==> src/rtl/ps2_kbd_tx.sv <==
// PS/2 device-side transmitter: FIFO-buffered scan codes serialised as 11-bit frames.
// Optional macro PS2_TX_ERR_INJECT_EN adds err_i and a per-byte parity-corruption flag.
module ps2_kbd_tx #(
   parameter int CLK_DIV = 4,
   parameter int DEPTH   = 8
) (
   input  logic       clk,
   input  logic       reset_n_i,
   input  logic [7:0] code_i,
   input  logic       strobe_i,
`ifdef PS2_TX_ERR_INJECT_EN
   input  logic       err_i,
`endif
   input  logic       host_inhibit_i,
   output logic       full_o,
   output logic       overflow_o,
   output logic       busy_o,
   output logic       ps2_clk_o,
   output logic       ps2_data_o
);

   // state | meaning
   // IDLE  | lines high, waiting for data and no inhibit
   // HI    | ps2 clock high, data shows current frame bit
   // LO    | ps2 clock low, data held; advance bit or finish
   // GAP   | lines high, busy, inter-frame spacing
   typedef enum logic [1:0] {S_IDLE, S_HI, S_LO, S_GAP} state_t;

   localparam int AW = $clog2(DEPTH);
   localparam int PW = $clog2(4 * CLK_DIV);
`ifdef PS2_TX_ERR_INJECT_EN
   localparam int W = 9;
`else
   localparam int W = 8;
`endif
   localparam logic [PW-1:0] HALF_M1   = PW'(CLK_DIV - 1);
   localparam logic [PW-1:0] GAP_M1    = PW'(4 * CLK_DIV - 1);
   localparam logic [AW:0]   DEPTH_CNT = (AW + 1)'(DEPTH);
   localparam logic [3:0]    LAST_BIT  = 4'd10;

   logic [W-1:0]  mem_q [DEPTH];
   logic [W-1:0]  wdata;
   logic [W-1:0]  head;
   logic          head_par;
   logic [AW:0]   wr_ptr_q, wr_ptr_d, rd_ptr_q, rd_ptr_d;
   logic          push, pop, full_now, empty;

   state_t        state_q, state_d;
   logic [PW-1:0] phase_q, phase_d;
   logic [3:0]    bit_q, bit_d;
   logic [10:0]   frame_q, frame_d;

   logic          full_q, full_d, overflow_q, overflow_d, busy_q, busy_d;
   logic          ps2_clk_q, ps2_clk_d, ps2_data_q, ps2_data_d;

`ifdef PS2_TX_ERR_INJECT_EN
   assign wdata    = {err_i, code_i};
   assign head_par = ~(^head[7:0]) ^ head[8];
`else
   assign wdata    = code_i;
   assign head_par = ~(^head[7:0]);
`endif
   assign head = mem_q[rd_ptr_q[AW-1:0]];

   always_comb begin
      full_now   = (wr_ptr_q - rd_ptr_q) == DEPTH_CNT;
      empty      = (wr_ptr_q == rd_ptr_q);
      push       = strobe_i && (!full_now || pop);
      overflow_d = strobe_i && !push;
      wr_ptr_d   = wr_ptr_q + (AW + 1)'(push);
      rd_ptr_d   = rd_ptr_q + (AW + 1)'(pop);
      full_d     = (wr_ptr_d - rd_ptr_d) == DEPTH_CNT;
   end

   always_comb begin
      state_d = state_q;
      phase_d = phase_q;
      bit_d   = bit_q;
      frame_d = frame_q;
      pop     = 1'b0;
      case (state_q)
         S_IDLE: begin
            if (!empty && !host_inhibit_i) begin
               frame_d = {1'b1, head_par, head[7:0], 1'b0};
               bit_d   = 4'd0;
               phase_d = HALF_M1;
               state_d = S_HI;
            end
         end
         S_HI: begin
            if (host_inhibit_i) begin
               phase_d = GAP_M1;
               state_d = S_GAP;
            end else if (phase_q == '0) begin
               phase_d = HALF_M1;
               state_d = S_LO;
            end else begin
               phase_d = phase_q - 1'b1;
            end
         end
         S_LO: begin
            if (host_inhibit_i) begin
               phase_d = GAP_M1;
               state_d = S_GAP;
            end else if (phase_q == '0) begin
               if (bit_q == LAST_BIT) begin
                  pop     = 1'b1;
                  phase_d = GAP_M1;
                  state_d = S_GAP;
               end else begin
                  bit_d   = bit_q + 1'b1;
                  phase_d = HALF_M1;
                  state_d = S_HI;
               end
            end else begin
               phase_d = phase_q - 1'b1;
            end
         end
         default: begin
            if (phase_q == '0) state_d = S_IDLE;
            else               phase_d = phase_q - 1'b1;
         end
      endcase
   end

   // Outputs are derived from the next state so they change together with it.
   always_comb begin
      ps2_clk_d  = (state_d != S_LO);
      ps2_data_d = (state_d == S_HI || state_d == S_LO) ? frame_d[bit_d] : 1'b1;
      busy_d     = (state_d != S_IDLE);
   end

   always_ff @(posedge clk) begin
      if (push) mem_q[wr_ptr_q[AW-1:0]] <= wdata;
   end

   always_ff @(posedge clk or negedge reset_n_i) begin
      if (!reset_n_i) begin
         wr_ptr_q   <= '0;
         rd_ptr_q   <= '0;
         state_q    <= S_IDLE;
         phase_q    <= '0;
         bit_q      <= '0;
         frame_q    <= '1;
         full_q     <= 1'b0;
         overflow_q <= 1'b0;
         busy_q     <= 1'b0;
         ps2_clk_q  <= 1'b1;
         ps2_data_q <= 1'b1;
      end else begin
         wr_ptr_q   <= wr_ptr_d;
         rd_ptr_q   <= rd_ptr_d;
         state_q    <= state_d;
         phase_q    <= phase_d;
         bit_q      <= bit_d;
         frame_q    <= frame_d;
         full_q     <= full_d;
         overflow_q <= overflow_d;
         busy_q     <= busy_d;
         ps2_clk_q  <= ps2_clk_d;
         ps2_data_q <= ps2_data_d;
      end
   end

   assign full_o     = full_q;
   assign overflow_o = overflow_q;
   assign busy_o     = busy_q;
   assign ps2_clk_o  = ps2_clk_q;
   assign ps2_data_o = ps2_data_q;

endmodule
==> config.mk <==
export PLATFORM = sky130hd
export DESIGN_NAME = ps2_kbd_tx
export DESIGN_NICKNAME = d
export VERILOG_FILES = /design/src/rtl/ps2_kbd_tx.sv
export SDC_FILE = /design/constraint.sdc
export NUM_CORES = 1
export LEC_CHECK = 0
export ABC_AREA = 1
export CORE_ASPECT_RATIO = 0.8
export CORE_MARGIN = 2
export CORE_UTILIZATION = 35
export DETAILED_ROUTE_END_ITERATION = 8
export PLACE_DENSITY_LB_ADDON = 0.25
export RECOVER_POWER = 100
export SLEW_MARGIN = 0
export SYNTH_ARGS = -nofsm -noshare
export SYNTH_HDL_FRONTEND = slang
export SYNTH_SLANG_ARGS = --single-unit
==> constraint.sdc <==
create_clock -name clk -period 3.2 [get_ports clk]
set_input_delay 0.64 -clock clk [delete_from_list [all_inputs] [get_ports clk]]
set_output_delay 0.64 -clock clk [all_outputs]
set_load 0.02 [all_outputs]
==> impl_metrics.json <==
{
  "placed_cell_area_um2": 5530,
  "critical_path_required_ns": 3.45,
  "slowest_delay_ns": 0.43,
  "syn_nets": 607,
  "leakagePower_nw": 2.73,
  "arrival_ns": 3.22,
  "fin_crit_ns": 2.97,
  "synth_seq_cells": 98,
  "drv_slew": 35,
  "rows": 39,
  "ant_nets": 0,
  "wl_per_cell_um": 12.9,
  "cap_violations": 1,
  "routed_wl_um": 10300,
  "ys_seq_area_share_pct": 54.4,
  "synth_cells": 579,
  "ir_drop_mv": 0.300,
  "finalHoldViolCount": 0,
  "grt_pass1_vias": 3655,
  "ys.warnings.count": 0,
  "htreeDepth": 3,
  "grt_max_degree": 36,
  "timing_worst_setup_path_type": "flop to flop",
  "r2r_slack_ns": 0.23,
  "final.setup.tns_ns": 0,
  "avgSynthCellArea_um2": 8.86,
  "die_y_um": 112,
  "hold_class": "flop to flop",
  "num-nets-final": 642,
  "dieWidth_um": 139,
  "cts_tree": "yes",
  "cts_made_buffers": 9,
  "antenna_found_initial": 0,
  "boundaryPins": 17,
  "grtUsageTotal_pct": 14.6,
  "startpoint_type": "flop",
  "start_util_pct": 35.9,
  "fin_skew_ns": 0.00497,
  "cp-end-kind": "flop",
  "setup_viol": 0,
  "vias_per_cell": 4.47,
  "drive_gt1_share_pct": 13.1,
  "cpMostUsedCell": "nor2_1",
  "antenna_cells": 0,
  "cp_max_fo": 4,
  "crit_slowest_cell": "dfrtp_2",
  "drtIter0Drc": 240,
  "synth.distinct_cells": 37,
  "status": "finished, violations left",
  "dr_total_vias": 3590,
  "max_freq_ghz": 0.337,
  "power_density_nw_per_um2": 719,
  "cts.path.max_buffers": 2,
  "synth_area_um2": 5130,
  "die_area_um2": 15600,
  "grt_pass1_wl_um": 17700,
  "clock_latency_ns": 0.35,
  "critPathTopFamily": "adder cells",
  "fin_crit_sh_pct": 92.7,
  "tightest_slew_ns": 1.85,
  "relSlewSlack_pct": -23.0,
  "clk_pin_slew_ns": 0.07,
  "stdcell_area_um2": 5820,
  "violations": "capacitance limit, slew limit",
  "cp_cell_sequence": "ha_1 -> a21oi_2 -> nor2_1 -> nor2_1 -> xor2_1 -> nor2_1 -> nor2_2 -> ha_2 -> ha_1 -> ha_1 -> a21oi_1 -> inv_1 -> nor2_1 -> o21ai_0 -> a221oi_1",
  "first_pass_iters": 5,
  "cts-root-buf": "clkbuf_16",
  "cts.sinks": 98,
  "crit_buf_inv": 1,
  "hpwl_um": 7060,
  "grt_overflow": 0,
  "post-route-drc-count": 0,
  "area_growth_pct": 13.4,
  "core-area_um2": 14300,
  "numPortBuffers": 16,
  "gp_congestion": 0.829
}
[state kept, by name (all words and copies together), names as in the netlist]
register,flops
bit_q,4
busy_o,1
frame_q,11
full_o,1
mem_q,64
overflow_o,1
phase_q,4
ps2_clk_o,1
ps2_data_o,1
rd_ptr_q,4
state_q,2
wr_ptr_q,4
[metal layers]
metal,GRT usage [%],part of all wire (%)
met5,0,0
met4,6.67,1.7
met3,2.69,4.2
met2,23.2,46
met1,19.5,48
[cell families after synthesis]
group / Yosys count / synth area share [%]
compound gates: 37 / 4.10
xor+xnor: 10 / 1.85
simple gates: 301 / 25.3
flops: 98 / 54.4
buf+inv: 117 / 10.5
fa+ha+maj: 16 / 3.90
[worst paths after layout]
path                                        from                     to  cells past startpoint
setup / recovery           wr_ptr_q[1]$_DFF_PN0_       full_o$_DFF_PN0_                     15
hold / removal              frame_q[0]$_DFF_PN1_   frame_q[0]$_DFF_PN1_                      2
setup reg to reg           wr_ptr_q[1]$_DFF_PN0_       full_o$_DFF_PN0_                     15
hold reg to reg             frame_q[0]$_DFF_PN1_   frame_q[0]$_DFF_PN1_                      2
max in group asynchronous              reset_n_i  wr_ptr_q[1]$_DFF_PN0_                      2
min in group asynchronous              reset_n_i   state_q[1]$_DFF_PN0_                      2
[layout make-up]
class / count / area (µm²)
Clock buffer: 9 / 225
Clock inverter: 7 / 45.0
Fill cell: 1406 / 8480
Inverter: 102 / 390
Multi-Input combinational cell: 364 / 1810
Sequential cell: 98 / 2790
Tap cell: 184 / 230
Timing Repair Buffer: 39 / 329
[Yosys cell counts, drive strengths merged]
cell,n,area [µm²]
nand2,209,802
a221oi,1,8.76
edfxtp,64,1920
nor2,28,115
buf,15,148
or2,2,12.5
ha,16,200
a21oi,10,50.1
nor4,1,6.26
nor3,4,20.0
xor2,5,43.8
xnor2,5,51.3
and2,1,6.26
o21ai,23,130
dfrtp,21,526
nand3b,1,7.51
clkinv,1,3.75
a31oi,1,6.26
inv,101,387
nand3,55,325
dfstp,13,342
o211ai,2,15.0
[cells in the final DEF, fill, tap and decap left out, types with 5 or more instances in the layout]
master	n
nand2_1	204
inv_1	94
edfxtp_1	64
nand3_1	49
nor2_1	26
buf_4	22
dfrtp_1	20
ha_1	15
dfstp_2	13
o21ai_0	10
o21ai_1	9
a21oi_1	9
clkbuf_16	9
dlygate4sd3_1	9
clkdlybuf4s50_1	7
inv_2	5
xor2_1	5
nand3_2	5
[where the power goes]
part | internal [mW] | switching (mW) | leakage [nW] | total, mW
registers | 1.69 | 0.122 | 0.971 | 1.82
clock network | 0.524 | 0.475 | 0.125 | 0.998
logic | 0.519 | 0.847 | 1.63 | 1.37
[worst reg2reg max path: cells and delay by family (launching register included)]
family | cells | cell delay [ns]
XOR/XNOR | 1 | 0.20
AND/OR/NAND/NOR | 5 | 0.47
buffers and inverters | 1 | 0.07
AO/OA/AOI/OAI | 4 | 0.63
flip-flops | 1 | 0.43
adder cells (fa/ha/maj) | 4 | 1.06
[timing repair]
| item | CTS | global route |
|---|---|---|
| setup buffers | 0 | 2 |
| resized for setup | 0 | 5 |
| hold buffers | 0 | 0 |
| hold endpoints to repair | 0 | 0 |
| setup endpoints to repair | 0 | 1 |
[stage by stage]
step | util, % | setup slack, ns | cells | hold WS, ns | total power [mW]
floorplan | - | 0.179 | 579 | 0.344 | 2.80
global placement | 38.7 | 0.0210 | 785 | 0.467 | 3.14
detailed placement | 38.7 | -0.138 | 785 | 0.470 | 3.19
CTS | 40.6 | 0.136 | 801 | 0.481 | 4.19
global route | 40.7 | -0.0110 | 803 | 0.511 | 4.53
finish | 40.7 | 0.235 | 803 | 0.477 | 4.18
No activity file was read; power rests on OpenSTA's default activity.
